===== src/rtl/inst_buffer_mw.sv =====
// -----------------------------------------------------------------------------
// inst_buffer_mw
// Compacting circular instruction buffer between the ICache fetch stage and
// the decoder. Each fetch packet writes only its valid lanes into consecutive
// slots, and each slot is tagged with its own PC. The decoder sees the oldest
// DECODE_WIDTH entries and consumes a variable number of them each cycle.
//
// Ports
//   clock                    rising-edge clock
//   reset                    synchronous active-low reset
//   io_in_ready              at least FETCH_WIDTH slots free
//   io_in_valid              fetch packet valid
//   io_in_bits_inst          FETCH_WIDTH x 32-bit instructions (lane 0 low)
//   io_in_bits_size          number of valid lanes, counted from lane 0
//   io_in_bits_pc            PC of lane 0; lane i is pc + 4*i
//   io_out_valid             buffer not empty
//   io_out_bits_inst         DECODE_WIDTH oldest instructions (slot 0 oldest)
//   io_out_bits_pc           PC of each presented instruction
//   io_out_bits_valid        bit j set when more than j entries are held
//   io_out_deq_cnt           instructions consumed this cycle (clamped)
//   io_status_count          occupied slots
//   io_status_back_pressure  free slots < BP_MARGIN + FETCH_WIDTH
//   io_status_full           count == DEPTH
//   io_flush                 discard all contents
// -----------------------------------------------------------------------------
module inst_buffer_mw #(
  parameter int FETCH_WIDTH  = 4,
  parameter int DECODE_WIDTH = 4,
  parameter int DEPTH        = 16,
  parameter int BP_MARGIN    = 4
) (
  input  logic                           clock,
  input  logic                           reset,
  output logic                           io_in_ready,
  input  logic                           io_in_valid,
  input  logic [FETCH_WIDTH*32-1:0]      io_in_bits_inst,
  input  logic [2:0]                     io_in_bits_size,
  input  logic [31:0]                    io_in_bits_pc,
  output logic                           io_out_valid,
  output logic [DECODE_WIDTH*32-1:0]     io_out_bits_inst,
  output logic [DECODE_WIDTH*32-1:0]     io_out_bits_pc,
  output logic [DECODE_WIDTH-1:0]        io_out_bits_valid,
  input  logic [2:0]                     io_out_deq_cnt,
  output logic [$clog2(DEPTH+1)-1:0]     io_status_count,
  output logic                           io_status_back_pressure,
  output logic                           io_status_full,
  input  logic                           io_flush
);

  localparam int PTR_W = $clog2(DEPTH);
  localparam int CNT_W = $clog2(DEPTH+1);

  logic [PTR_W-1:0] head_q, head_d;
  logic [PTR_W-1:0] tail_q, tail_d;
  logic [CNT_W-1:0] count_q, count_d;

  // Payload storage; never reset, validity is tracked by count_q alone.
  logic [31:0] inst_q [DEPTH];
  logic [31:0] pc_q   [DEPTH];

  logic [31:0]      free_s;
  logic [31:0]      deq_req_s;
  logic             enq_fire_s;
  logic [CNT_W-1:0] n_enq_s;
  logic [CNT_W-1:0] n_deq_s;
  logic [PTR_W-1:0] wr_idx_s [FETCH_WIDTH];
  logic [PTR_W-1:0] rd_idx_s [DECODE_WIDTH];

  // Free-slot arithmetic is done at 32 bits so margin sums cannot overflow.
  assign free_s                  = 32'(DEPTH) - 32'(count_q);
  assign io_in_ready             = (free_s >= 32'(FETCH_WIDTH));
  assign io_status_back_pressure = (free_s < 32'(BP_MARGIN + FETCH_WIDTH));
  assign io_status_full          = (count_q == CNT_W'(DEPTH));
  assign io_status_count         = count_q;
  assign io_out_valid            = (count_q != CNT_W'(0));

  // Enqueue/dequeue amounts: both clamped, the dequeue also by occupancy.
  always_comb begin
    enq_fire_s = io_in_valid && io_in_ready;
    if (enq_fire_s) begin
      if (32'(io_in_bits_size) < 32'(FETCH_WIDTH)) begin
        n_enq_s = CNT_W'(io_in_bits_size);
      end else begin
        n_enq_s = CNT_W'(FETCH_WIDTH);
      end
    end else begin
      n_enq_s = CNT_W'(0);
    end

    if (32'(io_out_deq_cnt) < 32'(DECODE_WIDTH)) begin
      deq_req_s = 32'(io_out_deq_cnt);
    end else begin
      deq_req_s = 32'(DECODE_WIDTH);
    end

    if (!io_out_valid) begin
      n_deq_s = CNT_W'(0);
    end else if (deq_req_s < 32'(count_q)) begin
      n_deq_s = CNT_W'(deq_req_s);
    end else begin
      n_deq_s = count_q;
    end
  end

  // Slot indices for write lanes and read slots; PTR_W-bit sums wrap mod DEPTH.
  always_comb begin
    for (int i = 0; i < FETCH_WIDTH; i++) begin
      wr_idx_s[i] = tail_q + PTR_W'(i);
    end
    for (int j = 0; j < DECODE_WIDTH; j++) begin
      rd_idx_s[j] = head_q + PTR_W'(j);
    end
  end

  // Pointer/count next state; flush discards any same-cycle enq/deq.
  always_comb begin
    head_d  = head_q;
    tail_d  = tail_q;
    count_d = count_q;
    if (io_flush) begin
      head_d  = PTR_W'(0);
      tail_d  = PTR_W'(0);
      count_d = CNT_W'(0);
    end else begin
      head_d  = head_q + PTR_W'(n_deq_s);
      tail_d  = tail_q + PTR_W'(n_enq_s);
      count_d = count_q + n_enq_s - n_deq_s;
    end
  end

  // Pointer/count registers with synchronous active-low reset.
  always_ff @(posedge clock) begin
    if (!reset) begin
      head_q  <= PTR_W'(0);
      tail_q  <= PTR_W'(0);
      count_q <= CNT_W'(0);
    end else begin
      head_q  <= head_d;
      tail_q  <= tail_d;
      count_q <= count_d;
    end
  end

  // Payload write: only the first n_enq lanes land, each with its own PC.
  always_ff @(posedge clock) begin
    for (int i = 0; i < FETCH_WIDTH; i++) begin
      if (reset && !io_flush && (CNT_W'(i) < n_enq_s)) begin
        inst_q[wr_idx_s[i]] <= io_in_bits_inst[32*i +: 32];
        pc_q[wr_idx_s[i]]   <= io_in_bits_pc + 32'(4*i);
      end
    end
  end

  // Presentation to the decoder straight from registered state.
  always_comb begin
    io_out_bits_inst  = '0;
    io_out_bits_pc    = '0;
    io_out_bits_valid = '0;
    for (int j = 0; j < DECODE_WIDTH; j++) begin
      io_out_bits_inst[32*j +: 32] = inst_q[rd_idx_s[j]];
      io_out_bits_pc[32*j +: 32]   = pc_q[rd_idx_s[j]];
      io_out_bits_valid[j]         = (32'(count_q) > 32'(j));
    end
  end

  inst_buffer_mw_chk #(
    .DEPTH (DEPTH),
    .PTR_W (PTR_W),
    .CNT_W (CNT_W)
  ) u_chk (
    .clock_i (clock),
    .reset_i (reset),
    .head_i  (head_q),
    .tail_i  (tail_q),
    .count_i (count_q)
  );

endmodule

// -----------------------------------------------------------------------------
// inst_buffer_mw_chk
// Occupancy invariants of the buffer pointers.
// Ports: clock_i, reset_i (active-low), head_i, tail_i, count_i.
// -----------------------------------------------------------------------------
module inst_buffer_mw_chk #(
  parameter int DEPTH = 16,
  parameter int PTR_W = 4,
  parameter int CNT_W = 5
) (
  input logic             clock_i,
  input logic             reset_i,
  input logic [PTR_W-1:0] head_i,
  input logic [PTR_W-1:0] tail_i,
  input logic [CNT_W-1:0] count_i
);

  logic [PTR_W-1:0] span_s;
  assign span_s = tail_i - head_i;

  a_count_bound: assert property (@(posedge clock_i) disable iff (!reset_i)
    32'(count_i) <= 32'(DEPTH));

  // A full buffer has head == tail, so the pointer span reads as zero there.
  a_count_span: assert property (@(posedge clock_i) disable iff (!reset_i)
    ((count_i == CNT_W'(DEPTH)) && (head_i == tail_i)) ||
    (32'(count_i) == 32'(span_s)));

endmodule


===== config.mk =====
export PLATFORM = sky130hd
export DESIGN_NAME = inst_buffer_mw
export DESIGN_NICKNAME = d
export VERILOG_FILES = /design/src/rtl/inst_buffer_mw.sv
export SDC_FILE = /design/constraint.sdc
export NUM_CORES = 2
export LEC_CHECK = 0
export BUFFER_PORTS_ARGS = -buffer_cell sky130_fd_sc_hd__buf_4
export CAP_MARGIN = 30
export CELL_PAD_IN_SITES_DETAIL_PLACEMENT = 1
export CELL_PAD_IN_SITES_GLOBAL_PLACEMENT = 1
export CORE_MARGIN = 2
export CORE_UTILIZATION = 40
export CTS_BUF_LIST = sky130_fd_sc_hd__clkbuf_4 sky130_fd_sc_hd__clkbuf_8
export CTS_CLUSTER_SIZE = 10
export DETAILED_ROUTE_END_ITERATION = 7
export PLACE_DENSITY_LB_ADDON = 0.2
export SKIP_CTS_REPAIR_TIMING = 1
export SYNTH_ARGS = -nofsm -noshare
export SYNTH_HDL_FRONTEND = slang
export SYNTH_SLANG_ARGS = --single-unit

===== constraint.sdc =====
create_clock -name clock -period 9.76 [get_ports clock]
set_input_delay 1.464 -clock clock [delete_from_list [all_inputs] [get_ports clock]]
set_output_delay 1.464 -clock clock [all_outputs]
set_load 0.05 [all_outputs]

== Yosys cells after proc, flatten, opt, wreduce, memory -nomap -nowiden ==
Memories as Yosys holds them, arrays and structs flattened. A register that Yosys moved wholly into a read port is not among the register bits.
Cells that the tools add are included.

* Bits in writable memories: 1024
* Register bits: 13
* Bits of input ports: 170
* Output and inout port bits: 269
* Word-level logic and storage cells: 58
* Memories kept: 2

* Muxes and demuxes: 15
* Equality and inequality tests: 1
* Add/sub/neg operators: 14
* Reduce and logical (&&, ||, !) cells: 9
* $lt $le $gt $ge: 13
* Bitwise logic cells: 1

{| class="wikitable"
|+ Memory list
! name !! depth !! width !! rd ports !! clocked after memory_dff !! write ports !! RTL line !! RTL
|-
| inst_q || 16 || 32 || 4 || 1 || 4 || 58 || <nowiki>logic [31:0] inst_q [DEPTH];</nowiki>
|-
| pc_q || 16 || 32 || 4 || 1 || 4 || 59 || <nowiki>logic [31:0] pc_q [DEPTH];</nowiki>
|}

{| class="wikitable"
|+ Operators with widths
! operator !! number
|-
| $add A32 B4 Y32 const B || 2
|-
| $add A32 B3 Y32 const B || 1
|-
| $ge A32 B3 Y1 const B || 1
|-
| $lt A32 B4 Y1 const B || 1
|-
| $lt A32 B5 Y1 || 1
|-
| $add A4 B2 Y4 const B || 4
|-
| $mux W5 || 3
|-
| $gt A5 B1 Y1 const B || 2
|-
| $gt A5 B2 Y1 const B || 2
|-
| $lt A1 B5 Y1 const A || 2
|-
| $lt A2 B5 Y1 const A || 2
|-
| $add A4 B1 Y4 const B || 2
|-
| $add A4 B4 Y4 || 2
|-
| $mux W1 || 8
|-
| $mux W4 || 2
|-
| $logic_and A1 B1 Y1 || 6
|-
| $lt A3 B3 Y1 const B || 2
|-
| $mux W3 || 2
|-
| $sub A5 B5 Y6 const A || 1
|-
| $add A5 B5 Y5 || 1
|-
| $eq A5 B5 Y1 const B || 1
|-
| $reduce_bool A5 Y1 || 1
|-
| $sub A5 B5 Y5 || 1
|-
| $reduce_or A2 Y1 || 1
|-
| 2 further kinds || 2
|}

== Depth between registers and ports, before layout ==
* Word-level depth: 8
* Gate-level depth with buffers: 23

== Worst setup path before layout ==
Ideal clock, no wire load.

* Kind: register to output
* Start: register head_q[0]
* End: output io_out_bits_inst[100]
* Cell stages (with the launch flop): 12
* Setup slack: 4.203 ns
* Data arrival time: 4.093 ns
* Buffers on the path: 7
* Cell sequence: dfxtp_1 buf_2 buf_2 buf_1 clkbuf_1 inv_1 ha_1 clkbuf_1 clkbuf_1 buf_1 mux4_2 mux4_2

* Cells in the longest elaborated chain, start to end: 2

{| class="wikitable"
|+ RTL lines
! element !! RTL line !! RTL
|-
| from (decl) || 53 || <nowiki>logic [PTR_W-1:0] head_q, head_d;</nowiki>
|-
| from (signal assigned) || 134 || <nowiki>head_q <= PTR_W'(0);</nowiki>
|-
| from (signal assigned) || 138 || <nowiki>head_q <= head_d;</nowiki>
|-
| $add A4 B2 Y4 || 111 || <nowiki>rd_idx_s[j] = head_q + PTR_W'(j);</nowiki>
|-
| $mem_v2 Z16 W32 || - ||
|-
| to (decl) || 40 || <nowiki>output logic [DECODE_WIDTH*32-1:0] io_out_bits_inst,</nowiki>
|}

No other way between the ends.

== Worst setup path after layout ==
* Start: register head_q[0]
* End: output io_out_bits_pc[99]

* Cells in the longest elaborated chain, start to end: 2

{| class="wikitable"
|+ RTL lines
! element !! RTL line !! RTL
|-
| $add A4 B2 Y4 || 111 ||
|-
| $mem_v2 Z16 W32 || - ||
|-
| to (decl) || 41 || <nowiki>output logic [DECODE_WIDTH*32-1:0] io_out_bits_pc,</nowiki>
|}

No other way between the ends.

==> results.rst <==
.. list-table::
   :header-rows: 1

   * - Metric
     - Value
   * - Vias per cell
     - 7.71
   * - Instance count of the mapped netlist
     - 8,440
   * - Crit path required time
     - 8.30 ns
   * - Mapped Area
     - 92,100 um2
   * - Detail Route Antenna Nets
     - 0
   * - Clock input transition at the sequential cells of the worst setup and hold paths
     - 0.06 ns
   * - Routability-driven placement congestion ratio
     - 1.02
   * - Met3 layer wire length in the routed design
     - 77,600 um
   * - Hold violation count in the final report
     - 0
   * - Share of final-layout standard cells stronger than drive strength 1
     - 0.259
   * - PD cells
     - 160 nW/um2
   * - GRT Total Usage
     - 0.422
   * - Antenna violations before repair
     - 50
   * - Type of destination of the critical path
     - output pin
   * - Number of global-route vias before repair
     - 86,100
   * - Maximum buffer depth of the clock tree
     - 3
   * - CTS HTree Levels
     - 4
   * - Final cell area excluding filler cells
     - 102,000 um2
   * - Max FO, Critical Path
     - 48
   * - Worst path arrival time
     - 5.51 ns
   * - Minimum setup slack in the final design
     - 2.79 ns
   * - Violated checks
     - design-rule violations
   * - Finished Core Util
     - 0.445
   * - Number of distinct standard cells referenced by the synthesized netlist
     - 105
   * - Clock net sink count
     - 1,037
   * - Path depth of the worst reg2reg path
     - 11
   * - Min-Delay Endpoint
     - io_status_count[0]
   * - Top cell by count, worst path
     - buf_4
   * - Clk_lat worst skew
     - 1.08 ns
   * - Reg-to-reg setup timing slack
     - 3.17 ns
   * - Outcome
     - complete, but fails checks
   * - Path type of the worst min-delay path
     - flop to flop
   * - Synthesized area divided by synthesized cell count
     - 10.9 um2
   * - Post-route clock period utilization
     - 0.715
   * - Die footprint
     - 234,000 um2
   * - Gr ovfl total
     - 0
   * - Number of filler instances in the final layout
     - 24,500
   * - Global-route wire length before repair
     - 698,000 um
   * - Setup violations, final
     - 0
   * - Cell area after placement
     - 97,800 um2
   * - Post-synth top area share
     - 0.334
   * - Wire length on met2
     - 212,000 um
   * - Minimum clock period
     - 6.97 ns
   * - Effective utilization at floorplan
     - 0.401
   * - DRC violations left
     - 25
   * - Hold WS
     - 0.742 ns
   * - Sequential-to-total area share from yosys stat
     - 0.337
   * - Final total power
     - 16.3 mW
   * - Flip-flop cell with the highest count after synthesis
     - edfxtp_1
   * - Element type at the critical path start
     - flop
   * - Post-Route M1 WL
     - 182,000 um
   * - Max-cap viol count
     - 0
   * - Synthesis warning total
     - 0
   * - Min-Delay Startpoint
     - io_status_count[0]
   * - Maximum operating frequency
     - 143 MHz
   * - Number of CTS-inserted buffers
     - 202
   * - Critical R2R Capture
     - pc_q[5][9]
   * - Final Routed Wirelength
     - 511,000 um
   * - Worst Max-Slew Pin Slew
     - 1.20 ns
   * - Number of nets in the layout
     - 8,479
   * - DR vias
     - 88,700
   * - Largest net degree at the start of global routing
     - 159
   * - Cell at the root of the clock tree
     - clkbuf_8
   * - Std-Cell Core Area
     - 229,000 um2
   * - Worst flop-to-flop path startpoint
     - io_status_count[0]
   * - Rows
     - 176
   * - Hold Path Stages
     - 2
   * - Syn Nets
     - 8,641
   * - Die height
     - 484 um
   * - Number of input and output port buffers inserted
     - 438
   * - Largest clock skew in the final design
     - 0.0697 ns
   * - Setup repair after global routing missed its margin
     - false
   * - Setup_tns
     - 0 ns
   * - Critical-path top delay cell
     - dfxtp_4
   * - I/O pin count
     - 439
   * - Setup WS pre-CTS
     - 3.57 ns
   * - EDFF count, synth
     - 1,024
   * - Leading area contributor after synthesis
     - edfxtp_1
   * - Synthesis-to-layout area growth
     - 11.0%
   * - Category of the most critical setup path
     - flop to output pin
   * - Remaining max-slew budget at the tightest pin
     - 0.198
   * - Number of synthesized register bits
     - 1,037
   * - Final cell count without fillers
     - 11,500
   * - Die outline width
     - 484 um
   * - Critical Path, Cell by Cell
     - inv_1 > ha_4 > buf_4 > buf_4 > mux4_2 > mux4_2 > buf_4
   * - Number of optimization iterations in the first detailed-route pass
     - 8
   * - Number of design-rule violations left by the first detailed-router iteration
     - 15,500
   * - Biggest cell delay along the critical path
     - 0.90 ns
   * - CTS tree
     - done
   * - Share of async-settable or async-resettable flops after synthesis
     - 0
   * - Count of final max-slew check failures
     - 0
   * - Cell types with the largest area share after synthesis
     - edfxtp_1, mux4_2, mux2i_1
   * - HPWL after detailed placement
     - 314,000 um
   * - DP Cell Count
     - 11,100
   * - Leakage power
     - 35.2 nW
   * - Largest voltage drop on the vdd net
     - 0.246 mV
   * - Wire per inst
     - 44.4 um
   * - Highest metal layer with signal wires
     - met5
[layer usage]
layer  GRT usage  up-vias
met5           0        -
met4       0.280       42
met3       0.160     2133
met2       0.596     8332
met1       0.538    45300
li1            -    32900
[layout make-up]
cell class,count,area (um2),share of cell area
well taps,3026,3790,0.0371
flip-flops and latches,1037,31000,0.304
inverters,37,148,0.00145
diodes,38,95.1,0.000931
clock inverters,110,758,0.00742
clock buffers,260,3240,0.0317
multi-input cells,6265,56900,0.557
repair buffers,735,6200,0.0607
[cells by family (layout without fill, tap and decap cells)]
logic type                 count (synthesis)  count (layout)  synth area share
muxes                                   1828            1828             0.325
xor gates and xnor gates                 417             417            0.0402
buffers and inverters                   1138            1142            0.0539
adders and majority gates                 31              31           0.00462
other                                      1              39         0.0000407
DFF                                     1037            1037             0.337
AOI/OAI and AO/OA                       2474            2474             0.162
and+or+nand+nor                         1514            1514            0.0771
[flip-flops by register name, summed over array words and instances (netlist names)]
signal,count
tail_q,4
pc_q,512
inst_q,512
head_q,4
io_status_count,5
[worst max path at each step]
| stage | startpoint | to | slack, ns | cells past startpoint |
|---|---|---|---|---|
| global placement | io_status_count[0] | inst_q[11][6] | 3.63 | 10 |
| CTS | head_q[1] | io_out_bits_pc[99] | 2.80 | 7 |
| detailed placement | io_status_count[0] | inst_q[7][5] | 3.57 | 12 |
| floorplan | head_q[0] | io_out_bits_inst[100] | 4.20 | 11 |
| global route | head_q[0] | io_out_bits_pc[99] | 2.63 | 7 |
| finish | head_q[0] | io_out_bits_pc[99] | 2.79 | 7 |
[synthesized netlist by cell type (141+ instances only)]
cell and number:
buf_2 286, mux4_2 926, o22ai_1 308, nor2_1 321
a21o_1 360, edfxtp_1 1024, mux2i_1 865, xnor2_1 271
a21oi_1 595, o21ai_0 729, buf_1 160, xor2_1 141
nand2_1 692, a31oi_1 158, clkbuf_1 580
[report_power, final]
part	total [mW]	switching (mW)	leakage, nW	internal (mW)
clock network	4.71	2.30	2.10	2.40
logic	6.43	4.19	23.8	2.24
registers	5.17	0.131	9.33	5.04
[layout by cell type (no fill, tap or decap), drive strengths merged, types with 31 or more instances in the layout]
master	count
inv	39
a221oi	36
xnor2	274
xor2	143
nand4	58
mux2i	865
o22ai	309
nor3	111
o21ai	765
and3	73
mux2	37
edfxtp	1024
a21oi	597
nand3	101
a31oi	161
a22oi	35
nor4	44
diode	38
o221ai	31
nand2	697
mux4	926
a21o	360
clkinv	96
clkbuf	262
buf	733
nor2	329
[critical path: cells and delay by family (launching register included)]
kind                     cells  cell delay [ns]
flip-flops                   1             0.90
buffers and inverters        4             1.42
multiplexers                 2             1.19
adder cells (fa/ha/maj)      1             0.86
Power figures use the tool's default switching activity.
